<file path="config.mk">
export PLATFORM = sky130hd
export DESIGN_NAME = ws2812_encoder_flat
export DESIGN_NICKNAME = d
export VERILOG_FILES = /design/src/rtl/ws2812_encoder_if.sv /design/src/rtl/ws2812_encoder.sv /design/src/flat_wrapper.sv
export SDC_FILE = /design/constraint.sdc
export NUM_CORES = 1
export LEC_CHECK = 0
export ABC_AREA = 1
export CORE_ASPECT_RATIO = 1.1
export CORE_MARGIN = 5
export CORE_UTILIZATION = 40
export DETAILED_ROUTE_END_ITERATION = 16
export PLACE_DENSITY = 0.6
export SLEW_MARGIN = 10
export SYNTH_ARGS = -nofsm -noshare
export SYNTH_HDL_FRONTEND = slang
export SYNTH_SLANG_ARGS = --single-unit
</file>
<file path="constraint.sdc">
create_clock -name clk -period 1.45 [get_ports clk]
set_input_delay 0.29 -clock clk [delete_from_list [all_inputs] [get_ports clk]]
set_output_delay 0.29 -clock clk [all_outputs]
set_load 0.01 [all_outputs]
</file>
<file path="src/rtl/ws2812_encoder_if.sv">
// ws2812_encoder_if
// Byte stream from the SPI receive stage into the WS2812 encoder.
//   in_data  : pixel byte, GRB order, MSB transmitted first
//   in_valid : in_data / in_last are valid this cycle
//   in_last  : in_data is the final byte of a frame
//   in_ready : encoder can accept a byte this cycle
// A byte moves on a rising clock edge where in_valid and in_ready are both high.
interface ws2812_encoder_if;
    logic [7:0] in_data;
    logic       in_valid;
    logic       in_last;
    logic       in_ready;

    modport master (
        output in_data,
        output in_valid,
        output in_last,
        input  in_ready
    );

    modport slave (
        input  in_data,
        input  in_valid,
        input  in_last,
        output in_ready
    );
endinterface

</file>
<file path="src/rtl/ws2812_encoder.sv">
// ws2812_encoder
// Serialises a byte stream into WS2812 single-wire timing. Each bit is one
// TBIT-cycle period that starts high for T0H ("0") or T1H ("1") cycles. A frame
// ends with TLATCH low cycles. A one-entry holding register lets the next byte
// wait while the current byte shifts, so that bytes follow each other with no gap.
// Ports:
//   clk      : 50 MHz master clock, rising edge
//   reset    : asynchronous, active-high reset
//   in_bus   : byte stream (slave side of ws2812_encoder_if)
//   out      : registered WS2812 serial line
//   busy     : high whenever the encoder is not idle
//   underrun : one-cycle pulse when a frame runs dry before its last byte
module ws2812_encoder #(
    parameter int T0H    = 20,
    parameter int T1H    = 40,
    parameter int TBIT   = 63,
    parameter int TLATCH = 2750
) (
    input  logic              clk,
    input  logic              reset,
    ws2812_encoder_if.slave   in_bus,
    output logic              out,
    output logic              busy,
    output logic              underrun
);

    localparam int MAXC = (TBIT > TLATCH) ? TBIT : TLATCH;
    localparam int CW   = ($clog2(MAXC) < 12) ? 12 : $clog2(MAXC);

    localparam logic [CW-1:0] TBIT_END   = CW'(TBIT - 1);
    localparam logic [CW-1:0] TLATCH_END = CW'(TLATCH - 1);
    localparam logic [CW-1:0] T0H_C      = CW'(T0H);
    localparam logic [CW-1:0] T1H_C      = CW'(T1H);

    typedef enum logic [1:0] {
        IDLE,
        SHIFT,
        LATCH
    } state_t;

    state_t         state, state_nxt;
    logic [7:0]     hold_data, hold_data_nxt;
    logic           hold_last, hold_last_nxt;
    logic           hold_full, hold_full_nxt;
    logic [7:0]     shift_reg, shift_nxt;
    logic           last_flag, last_flag_nxt;
    logic [2:0]     bit_idx, bit_idx_nxt;
    logic [CW-1:0]  counter, counter_nxt;
    logic [CW-1:0]  bit_high;
    logic           out_nxt;
    logic           underrun_nxt;
    logic           load;

    // in_ready depends only on a register, so there is no path from in_valid.
    assign in_bus.in_ready = ~hold_full;
    assign busy            = (state != IDLE);

    // State and datapath registers. out and underrun are registered, so the
    // line lags the state/counter by one cycle.
    always_ff @(posedge clk or posedge reset) begin
        if (reset) begin
            state     <= IDLE;
            hold_data <= 8'h00;
            hold_last <= 1'b0;
            hold_full <= 1'b0;
            shift_reg <= 8'h00;
            last_flag <= 1'b0;
            bit_idx   <= 3'd7;
            counter   <= '0;
            out       <= 1'b0;
            underrun  <= 1'b0;
        end else begin
            state     <= state_nxt;
            hold_data <= hold_data_nxt;
            hold_last <= hold_last_nxt;
            hold_full <= hold_full_nxt;
            shift_reg <= shift_nxt;
            last_flag <= last_flag_nxt;
            bit_idx   <= bit_idx_nxt;
            counter   <= counter_nxt;
            out       <= out_nxt;
            underrun  <= underrun_nxt;
        end
    end

    // Next-state logic. The current bit is always shift_reg[7]; the register
    // shifts left once per bit period. A load from the holding register happens
    // when leaving IDLE and at the end of a byte when more data is waiting.
    always_comb begin
        state_nxt     = state;
        hold_data_nxt = hold_data;
        hold_last_nxt = hold_last;
        hold_full_nxt = hold_full;
        shift_nxt     = shift_reg;
        last_flag_nxt = last_flag;
        bit_idx_nxt   = bit_idx;
        counter_nxt   = counter;
        underrun_nxt  = 1'b0;
        load          = 1'b0;
        bit_high      = shift_reg[7] ? T1H_C : T0H_C;
        out_nxt       = (state == SHIFT) && (counter < bit_high);

        case (state)
            IDLE: begin
                if (hold_full) begin
                    load      = 1'b1;
                    state_nxt = SHIFT;
                end
            end
            SHIFT: begin
                if (counter == TBIT_END) begin
                    counter_nxt = '0;
                    if (bit_idx != 3'd0) begin
                        bit_idx_nxt = bit_idx - 3'd1;
                        shift_nxt   = {shift_reg[6:0], 1'b0};
                    end else if (last_flag) begin
                        state_nxt   = LATCH;
                        bit_idx_nxt = 3'd7;
                    end else if (hold_full) begin
                        load = 1'b1;
                    end else begin
                        underrun_nxt = 1'b1;
                        state_nxt    = LATCH;
                        bit_idx_nxt  = 3'd7;
                    end
                end else begin
                    counter_nxt = counter + 1'b1;
                end
            end
            LATCH: begin
                if (counter == TLATCH_END) begin
                    state_nxt   = IDLE;
                    counter_nxt = '0;
                end else begin
                    counter_nxt = counter + 1'b1;
                end
            end
            default: begin
                state_nxt = IDLE;
            end
        endcase

        if (load) begin
            shift_nxt     = hold_data;
            last_flag_nxt = hold_last;
            hold_full_nxt = 1'b0;
            bit_idx_nxt   = 3'd7;
            counter_nxt   = '0;
        end

        // Acceptance needs an empty holding register, so it never collides
        // with a load on the same edge.
        if (in_bus.in_valid && !hold_full) begin
            hold_data_nxt = in_bus.in_data;
            hold_last_nxt = in_bus.in_last;
            hold_full_nxt = 1'b1;
        end
    end

endmodule

</file>
<file path="src/flat_wrapper.sv">
// flat-port wrapper written by rule: the top's interface ports become plain ports
module ws2812_encoder_flat 
#(
    parameter int T0H    = 20,
    parameter int T1H    = 40,
    parameter int TBIT   = 63,
    parameter int TLATCH = 2750
)
  (clk, reset, out, busy, underrun, in_bus_in_data, in_bus_in_valid, in_bus_in_last, in_bus_in_ready);
  ws2812_encoder_if in_bus_i ();
  input  logic clk;
  input  logic reset;
  output logic out;
  output logic busy;
  output logic underrun;
  input wire logic [$bits(in_bus_i.in_data)-1:0] in_bus_in_data;
  input wire logic [$bits(in_bus_i.in_valid)-1:0] in_bus_in_valid;
  input wire logic [$bits(in_bus_i.in_last)-1:0] in_bus_in_last;
  output wire logic [$bits(in_bus_i.in_ready)-1:0] in_bus_in_ready;
  assign in_bus_i.in_data = in_bus_in_data;
  assign in_bus_i.in_valid = in_bus_in_valid;
  assign in_bus_i.in_last = in_bus_in_last;
  assign in_bus_in_ready = in_bus_i.in_ready;
  ws2812_encoder #(.T0H(T0H), .T1H(T1H), .TBIT(TBIT), .TLATCH(TLATCH)) u_core (.clk(clk), .reset(reset), .in_bus(in_bus_i), .out(out), .busy(busy), .underrun(underrun));
endmodule
</file>
==> metrics.txt, run 1 <==
status=finished with violations; failing checks=setup timing; final period utilization=1.09; CTS root buf=clkbuf_8; largest area contributor in the netlist=dfrtp_1; EDFF count, synth=0; final RePlAce weighted congestion=0.886; Tot GR Track Use=0.160; PnR worst setup slack=-136 ps; Die X=approximately 84 um; # port buffers=15; vias in the first global route=between 2000 and 2500; clk_lat worst skew=300 ps; post-route cell area=0.00357 mm2; worst hold path type=in2async; pwr/cell area=approximately 640 mW/mm2; register area share after synthesis=0.395; largest net degree at the start of global routing=25; # nets final=418; first-pass GRT wire length=10100 um; Vias/cell=between 4 and 5; initial antenna violation count=0; 1st-iter DRT viols=157; initial core utilization=0.414; H-tree depth=2; # rows=29; fmax=around 630 MHz; syn_area_per_cell=7.73 um2; max reg flops=12; Area after DPL=0.00310 mm2; CP required=around 1700 ps; DRT antenna net count=0; Final setup violation count=27; top_reg_cell synth=dfrtp_1; fin. max-slew vios=0; Die H=just over 90 um; Filler cells=a little over 500; Arr. time, crit path=~1800 ps; grt ovf=0; syn nets=roughly 340; core area=0.00584 mm2; final core occ=0.611; Via Count=2254; Slew @ Worst Pin=around 390 ps; Max-slew headroom=0.743; cts bufs inserted=5; n_diodes=0; RSZ-0062 raised after global routing=true; VDD IR max=0.594 mV; clock buffer depth=2; Die ar.=approximately 0.0077 mm2; Synth cell types=34; largest cells by area after synthesis=dfrtp_1, nand2_1, ha_1, inv_1, nand3_1; Max-cap violations=0; Async SR Flop Fraction=1.00; Critical R2R Launch=u_core.counter[0]$_DFFE_PP0P_; Pleak=about 1.7 nW; Avg WL per Cell=between 10 and 15 um; drt first pass iters=4; crit-path max FO=5; Sum Neg Setup Slack=-2110 ps; Post-synth top cells=nand2_1, dfrtp_1, inv_1; clk_skew=around 7.4 ps; fin cells=between 400 and 500; mapped cell area=0.00242 mm2; DP Cell Count=approximately 450; Synth warnings=0; CP Capture Type=flip-flop; synthesized netlist cell count=313; area growth from synthesis to layout=47.6%; layout cells sized above 1=0.409; most frequent cell after synthesis=nand2_1; Yosys top cell area share=0.362; clock period minus worst slack=around 1600 ps; CTS Sinks=38; final hold vios=0; critical path type=reg2reg; CP Launch Type=flip-flop; number of I/O pins=16; # DRC=0; Critical Path Source=u_core.counter[0]$_DFFE_PP0P_; #FFs+latches synth=38; Clock transition at path regs=approximately 80 ps; CTS tree=built; final WL=approximately 6100 um; Detailed Place HPWL=4410 um; Pwr Total=about 2.3 mW
[cells by family (layout without fill, tap and decap cells)]
logic type,after synthesis,count (layout),synth area share
DFF,38,38,0.395
buffers and inverters,43,124,0.0786
and+or+nand+nor,186,186,0.356
xor gates and xnor gates,3,3,0.0109
muxes,8,8,0.0372
AOI/OAI and AO/OA,22,22,0.0548
adders and majority gates,13,13,0.0673
[worst max-delay path: stages, from the launching register on]
cell and delay (ps):
dfrtp_2 430, inv_2 80, ha_4 150, nand2_4 50
nor2_4 120, nand3_4 130, nand2_8 120, inv_8 50
clkbuf_16 150, nand2_2 40, nand2_1 50, nand2_1 50
nand2_1 40
[where the power goes]
| part | switching, mW | internal, mW |
|---|---|---|
| sequential | 0.0451 | 1.15 |
| clock | 0.399 | 0.512 |
| combinational | 0.0676 | 0.105 |
[cell type report]
| type | instances | area, um2 | area share |
|---|---|---|---|
| clock buffers | 5 | 68.8 | 0.0193 |
| well taps | 77 | 96.3 | 0.0270 |
| repair buffers | 83 | 743 | 0.208 |
| flip-flops and latches | 38 | 956 | 0.268 |
| multi-input cells | 232 | 1530 | 0.428 |
| inverters | 33 | 133 | 0.0371 |
| clock inverters | 3 | 45.0 | 0.0126 |
[layer usage]
metal	share of wire	GRT usage	vias up	wire length (um)
li1	-	-	1156	-
met1	0.44	0.193	1052	2680
met5	0	0	-	0
met2	0.51	0.283	38	3130
met3	0.032	0.0353	8	196
met4	0.015	0.0456	0	90
[worst paths after layout]
path | cells past startpoint | end | slack, ps
worst max-delay path | 12 | u_core.shift_reg[1]$_DFFE_PP0P_ | -140
worst max register to register | 12 | u_core.shift_reg[1]$_DFFE_PP0P_ | -140
worst min-delay path | 3 | u_core.counter[6]$_DFFE_PP0P_ | 310
worst min register to register | 1 | u_core.underrun$_DFF_PP0_ | 480
min in group clk | 1 | u_core.underrun$_DFF_PP0_ | 480
max in group asynchronous | 3 | u_core.bit_idx[0]$_DFFE_PP1P_ | 800
[what timing repair did]
item / in CTS / in global routing
cloned: 1 / 1
pin swaps: 16 / 25
hold buffers: 0 / 0
gates resized for setup: 31 / 55
endpoints found under the setup margin: 28 / 32
buffers inserted: 5 / 5
[placed cells by master, fill, tap and decap left out, types with 3 or more instances in the layout]
cell and instances:
nand2_1 104, buf_4 55, dfrtp_1 34, inv_1 23, nand2_2 17, nand3_1 13
nand4_1 11, buf_6 11, clkdlybuf4s50_1 11, o21ai_1 9, nor2_1 8, mux2_2 8
inv_2 8, nor2_2 7, nor2_4 6, nand3_2 6, ha_1 6, ha_4 5
clkbuf_8 5, nand2_4 4, nand3_4 4, o21ai_2 4, dfstp_2 3
[through the flow]
stage / setup WS (ps) / hold WS (ps)
2_1_floorplan: -17.0 / 408
3_3_place_gp: -110 / 423
3_5_place_dp: -122 / 441
4_1_cts: -141 / 323
5_1_grt: -199 / 352
6_report: -136 / 312
Power figures use the tool's default switching activity.
==> inputs of run 2 (changes only) <==
ABC_AREA = unset   (was 1)
==> run 2 against run 1 <==
Compared with the run above:
- the flow still finishes with violations (setup timing)
- maximum frequency shrank 11%
- die area down 5.4%
- count of clock-buffer cells in the layout up 2
- register-to-register slack worse by 190 ps
- combinational power grew to 18 times the previous value
- clock power up 2%
- sequential share of layout area increased by 3.4 points
- largest power group is now combinational logic
==> metrics.txt, run 2 <==
status=finished with violations (unchanged); failing checks=setup timing (unchanged); largest area contributor in the netlist=dfrtp_1 (unchanged); most frequent cell after synthesis=dfrtp_1 (was nand2_1); Top delay family on crit path=simple AND/OR/NAND/NOR gates (unchanged); # rows=28 (was 29); clk_skew=6.66 ps (was 7.37 ps); P_int=3.61 mW (was 1.77 mW); VDD IR max=0.946 mV (was 0.594 mV); Max-slew headroom=0.763 (was 0.743); fmax=563 MHz (was 631 MHz); vias in the first global route=1898 (was 2251); Setup WS pre-CTS=-381 ps (was -122 ps); H-tree depth=2 (unchanged); n_diodes=0 (unchanged); pwr/cell area=1790 mW/mm2 (was 639 mW/mm2); grt ovf=0 (unchanged); CTS root buf=clkbuf_8 (unchanged); cts bufs inserted=5 (unchanged); final WL=5280 um (was 6090 um); final period utilization=1.23 (was 1.09); EDFF count, synth=0 (unchanged); Clock transition at path regs=70 ps (was 80 ps); largest net degree at the start of global routing=39 (was 25); PnR worst setup slack=-327 ps (was -136 ps); Net Sw Power=2.07 mW (was 0.511 mW); Pleak=1.39 nW (was 1.74 nW); Die ar.=0.00729 mm2 (was 0.00770 mm2); # DRC=0 (unchanged); # nets final=307 (was 418); final hold vios=0 (unchanged); syn_area_per_cell=10.1 um2 (was 7.73 um2); CP required=1630 ps (was 1650 ps); layout cells sized above 1=0.406 (was 0.409); sequential share of power=0.293 (was 0.525); Die X=81.9 um (was 84.1 um); initial antenna violation count=0 (unchanged); first-pass GRT wire length=9270 um (was 10100 um); register area share after synthesis=0.420 (was 0.395); Synth warnings=0 (unchanged); mapped cell area=0.00227 mm2 (was 0.00242 mm2); Vias/cell=5.25 (was 4.79); Avg WL per Cell=14.7 um (was 12.9 um); Slew @ Worst Pin=353 ps (was 385 ps); Via Count=1880 (was 2254); flop2flop setup slack=-330 ps (was -140 ps); Pwr Total=5.68 mW (was 2.28 mW); Post-CTS Hold Fix Bufs=0 (unchanged); 1st-iter DRT viols=116 (was 157); Arr. time, crit path=1950 ps (was 1780 ps); clock period minus worst slack=1780 ps (was 1590 ps); Async SR Flop Fraction=1.00 (unchanged); syn nets=249 (was 338); clk_lat worst skew=290 ps (was 300 ps); worst path cell trace=inv_2 -> ha_4 -> nor3b_1 -> and4_4 -> nor2_4 -> nor2_8 -> buf_4 -> a32o_1 (was inv_2 -> ha_4 -> nand2_4 -> nor2_4 -> nand3_4 -> nand2_8 -> inv_8 -> clkbuf_16 -> nand2_2 -> nand2_1 -> nand2_1 -> nand2_1); Buf/Inv on CP=2 (was 3); fin. max-slew vios=0 (unchanged); Max-cap violations=0 (unchanged); net switching fraction of the power=0.365 (was 0.224); most common cell after layout, fill and taps aside=buf_4 (was nand2_1); Synth cell types=48 (was 34); Yosys top cell area share=0.385 (was 0.362); CTS Sinks=38 (unchanged); fin cells=358 (was 471); top_reg_cell synth=dfrtp_1 (unchanged); commonest non-fill, non-tap cells in the layout=buf_4, dfrtp_1, nand2_1, nor2_1, clkdlybuf4s50_1 (was nand2_1, buf_4, dfrtp_1, inv_1, nand2_2); crit-path max FO=4 (was 5); worst hold path type=in2async (unchanged); drt first pass iters=4 (unchanged); # port buffers=15 (unchanged); RSZ-0062 raised after global routing=true (unchanged); DP Cell Count=344 (was 451); initial core utilization=0.416 (was 0.414); Logic pwr share=0.544 (was 0.076); number of I/O pins=16 (unchanged); CP Capture Type=flip-flop (unchanged); DRT antenna net count=0 (unchanged); CP peak stage delay=550 ps (was 430 ps); largest cells by area after synthesis=dfrtp_1, ha_1, mux2_2, dfstp_2, a21oi_1 (was dfrtp_1, nand2_1, ha_1, inv_1, nand3_1); Die H=89.0 um (was 91.6 um); CTS tree=built (unchanged); max reg flops=12 (unchanged); Final setup violation count=29 (was 27); final RePlAce weighted congestion=0.759 (was 0.886); slowest library cell on the worst path=dfstp_2 (was dfrtp_2); Post-synth top cells=dfrtp_1, nand2_1, nor2_1 (was nand2_1, dfrtp_1, inv_1); area growth from synthesis to layout=39.3% (was 47.6%); #FFs+latches synth=38 (unchanged); synthesized netlist cell count=224 (was 313); clock buffer depth=2 (unchanged); Clock power frac=0.163 (was 0.399); Detailed Place HPWL=3700 um (was 4410 um); critical path type=reg2reg (unchanged); Tot GR Track Use=0.164 (was 0.160); core area=0.00547 mm2 (was 0.00584 mm2); CP Launch Type=flip-flop (unchanged)
-- run 2: metal layers --
layer  share of wire  vias to the layer above  GRT usage
li1                -                      926          -
met2            0.51                       18      0.273
met3           0.020                        5     0.0272
met4          0.0098                        0     0.0453
met1            0.46                      931      0.219
met5               0                        -          0
-- run 2: repair_timing --
action                                  in CTS  in global routing
endpoints found under the setup margin      30                 33
pin swaps                                    7                 15
gates resized for setup                     28                 21
buffers inserted                             5                  2
endpoints found under the hold margin        0                  0
-- run 2: final cells by class --
| type | count | area, um2 |
|---|---|---|
| Clock buffer | 7 | 86.3 |
| Fill cell | 504 | 2300 |
| Inverter | 10 | 37.5 |
| Clock inverter | 1 | 30.0 |
| Timing Repair Buffer | 65 | 574 |
| Sequential cell | 38 | 955 |
| Tap cell | 75 | 93.8 |
| Multi-Input combinational cell | 162 | 1390 |
-- run 2: cells by family (layout without fill, tap and decap cells) --
logic type / after synthesis / after routing / share of synthesized area
muxes: 12 / 12 / 0.0611
AOI/OAI and AO/OA: 47 / 47 / 0.134
buffers and inverters: 24 / 83 / 0.0677
and+or+nand+nor: 88 / 88 / 0.237
adders and majority gates: 13 / 13 / 0.0716
DFF: 38 / 38 / 0.420
xor gates and xnor gates: 2 / 2 / 0.00771
-- run 2: worst register-to-register path: stages, from the launching register on --
cell     delay (ps)
dfstp_2         550
inv_2            50
ha_4            160
nor3b_1         150
and4_4          210
nor2_4          150
nor2_8           60
buf_4           130
a32o_1          210
-- run 2: metrics by stage --
stage,utilization,hold WS (ps),TNS [ps],area [um2]
CTS,0.563,358,-6800,3080
finish,0.579,353,-6620,3160
global placement,0.516,480,-7790,2820
floorplan,-,428,-6190,2340
global route,0.579,381,-8850,3160
detailed placement,0.516,475,-8290,2820
-- run 2: path summary, 6_finish.rpt --
check / startpoint / end / depth (start not counted)
max: u_core.bit_idx[0]$_DFFE_PP1P_ / u_core.shift_reg[0]$_DFFE_PP0P_ / 8
min: reset / u_core.hold_data[6]$_DFFE_PP0P_ / 3
max reg2reg: u_core.bit_idx[0]$_DFFE_PP1P_ / u_core.shift_reg[0]$_DFFE_PP0P_ / 8
min reg2reg: u_core.hold_data[0]$_DFFE_PP0P_ / u_core.shift_reg[0]$_DFFE_PP0P_ / 1
max in group asynchronous: reset / u_core.bit_idx[0]$_DFFE_PP1P_ / 3
min in group clk: u_core.hold_data[0]$_DFFE_PP0P_ / u_core.shift_reg[0]$_DFFE_PP0P_ / 1
-- run 2: power groups by stage --
stage               Clock [mW]  Sequential, mW  Combinational (mW)
floorplan                    0            1.65                1.82
global placement             0            1.67                2.69
detailed placement           0            1.67                2.75
CTS                      0.953            1.66                2.97
global route              1.00            1.71                3.40
finish                   0.926            1.66                3.09
==> variant (settings of run 2) <==
`shift_reg` no longer has a reset.
--- a/src/rtl/ws2812_encoder.sv
+++ b/src/rtl/ws2812_encoder.sv
@@ -65,3 +65,2 @@
             hold_full <= 1'b0;
-            shift_reg <= 8'h00;
             last_flag <= 1'b0;
@@ -76,3 +75,2 @@
             hold_full <= hold_full_nxt;
-            shift_reg <= shift_nxt;
             last_flag <= last_flag_nxt;
@@ -83,2 +81,6 @@
         end
+    end
+
+    always_ff @(posedge clk) begin
+        shift_reg <= shift_nxt;
     end
Formal check against the unedited RTL: no difference found for any inputs over 10 cycles, from zero or initial values and one cycle with reset high; that may be too few to reach the edited logic, so the function may still have changed.
==> variant against run 2 <==
The run still ends with setup timing left. Worst setup slack lost 320 ps. Cell area shrank 6.2%. Sequential share of layout area increased by 3.4 points. Area after synthesis fell by 11%. Sequential cell count did not move. Routed wire length fell by 9.9%. Critical path depth decreased by 1.
Power is not compared: it rests on default switching activity, and its combinational part moved more than twofold at a synthesized area within 25%.
==> variant: results (changes against run 2) <==
The cell at the slowest stage of the critical path is sky130_fd_sc_hd__or4b_4. The number of flops mapped to enable cells by yosys was 8 (+8); the static leakage was 0.00133 uW. The total length of routed met2 wires is 2290 um (-14%). The normalized max-slew margin came out at 0.635 (-0.128). Number of nets in the synthesized netlist: 219 (-12%).

The run gives 0 (unchanged) as the Yosys warning count. Overall power consumption after layout is estimated at 2160 uW. The maximum fanout along the worst path came out at 2 (-2). The tools report the number of buffers on the longest clock path as 2 (unchanged). Ranked by instance count, the synthesized netlist is headed by 28 x sky130_fd_sc_hd__nand2_1, 27 x sky130_fd_sc_hd__dfrtp_1, 15 x sky130_fd_sc_hd__nor2_1. The run gives 45 (-6.3%) as the number of unique standard cell types used by synthesis. The wire length per cell was 14.7 um (-0.10%). Worst-case hold slack: 324 ps (-29.0 ps).

The run gives 310 (-9.9%) as the placed cell count. The ratio of cells with drive above 1 in the final layout is 0.438 (+0.0314). The run gives 7820 um (-16%) as the first-pass GRT wire length. The run gives 7.70 ps (+1.04 ps) as the worst-case clock skew. Number of global-route vias before repair: 1600 (-16%). The global routing usage on met3 came out at 0.0322 (+0.00497). The logs give 3350 um (-9.5%) for the half-perimeter wire length after detailed placement and 41 (-65%) for the initial detailed-routing violation count. The total of endpoints with negative setup slack in the final report is 37 (+28%). The dominant synthesized flop cell was sky130_fd_sc_hd__dfrtp_1. Overall track demand over capacity in global routing: 0.149 (-0.0151).

The critical path's largest stage delay was 470 ps (-80 ps); the clock share of power was 0.336. The tools report the number of cells in the finished layout apart from fillers as 323 (-9.8%). The largest net degree at the start of global routing is 31 (-21%), and the share of async-settable or async-resettable flops after synthesis is 0.789 (-0.211). The source-to-sink clock delay at the later pin of the worst-skew pair is 290 ps (about the same), and the final weighted congestion in routability-driven placement is 0.863 (+14%). The total negative slack for setup checks is -16540 ps (-9920 ps). The run gives 0.492 (+0.0721) as the share of the yosys chip area belonging to registers. The tools report the met3 routed wirelength as 144 um (+33%). For the post-route met1 wirelength, the log shows 2220 um (-9.2%). The tightest min-delay check is of the in2async type. The data arrival time at the worst-slack endpoint was 2280 ps (+330 ps). The met2 track demand over resource in global routing is 0.227 (-0.0463). The tools report the cell count after synthesis as 194 (-13%). The end point of the critical path is u_core.state[0].

The via density per instance is 5.14 (-2.2%). The post-placement worst setup slack was -625 ps (-244 ps). For the worst-case setup margin in the final layout, the log shows -646 ps (-318 ps). Beginning of the critical path: u_core.counter[0]. By area the synthesized netlist is led by sky130_fd_sc_hd__dfrtp_1 33%, sky130_fd_sc_hd__edfxtp_1 12%, sky130_fd_sc_hd__ha_1 8.0%, sky130_fd_sc_hd__nand2_1 5.2%, sky130_fd_sc_hd__mux2_2 5.0%. The path depth of the worst reg2reg path came out at 7 (-1). The number of nets in the layout was 289 (-5.9%); the share of total power in sequential cells was 0.578. The final reports fail on setup timing. The total placed instance area came out at 2620 um2 (-7.1%).

The flow ran to the end, but the final reports show violations. The tools report the final number of hold-violating endpoints as 0 (unchanged). The tools report the met1 layer usage reported by global route as 0.205 (-0.0138).
variant: changes by cell type after synthesis, sizes merged, moves of 7 or more:
cell,change
a21oi,-8
edfxtp,+8
nand2,+10
dfrtp,-8
a31oi,-8
xor2,+7
nor3b,-7
buf,-8
variant: cells by family after synthesis:
group	after synthesis	share of synthesized area
XOR/XNOR	7	0.0303
multiplexers	11	0.0613
flip-flops	38	0.492
buffers and inverters	18	0.0359
AO/OA/AOI/OAI	26	0.0954
AND/OR/NAND/NOR	81	0.204
adder cells (fa/ha/maj)	13	0.0805
variant: area by class of cell:
class / instances / area, um2
Fill cell: 410 / 2000
Multi-Input combinational cell: 138 / 1160
Sequential cell: 38 / 995
Timing Repair Buffer: 70 / 607
Tap cell: 58 / 72.6
Clock buffer: 5 / 68.8
Inverter: 11 / 46.3
Clock inverter: 3 / 16.3
variant: timing repair:
item / in CTS / in global routing
resized for setup: 25 / 33
setup buffers: 2 / 5
pin swaps: 3 / 22
setup endpoints to repair: 38 / 40
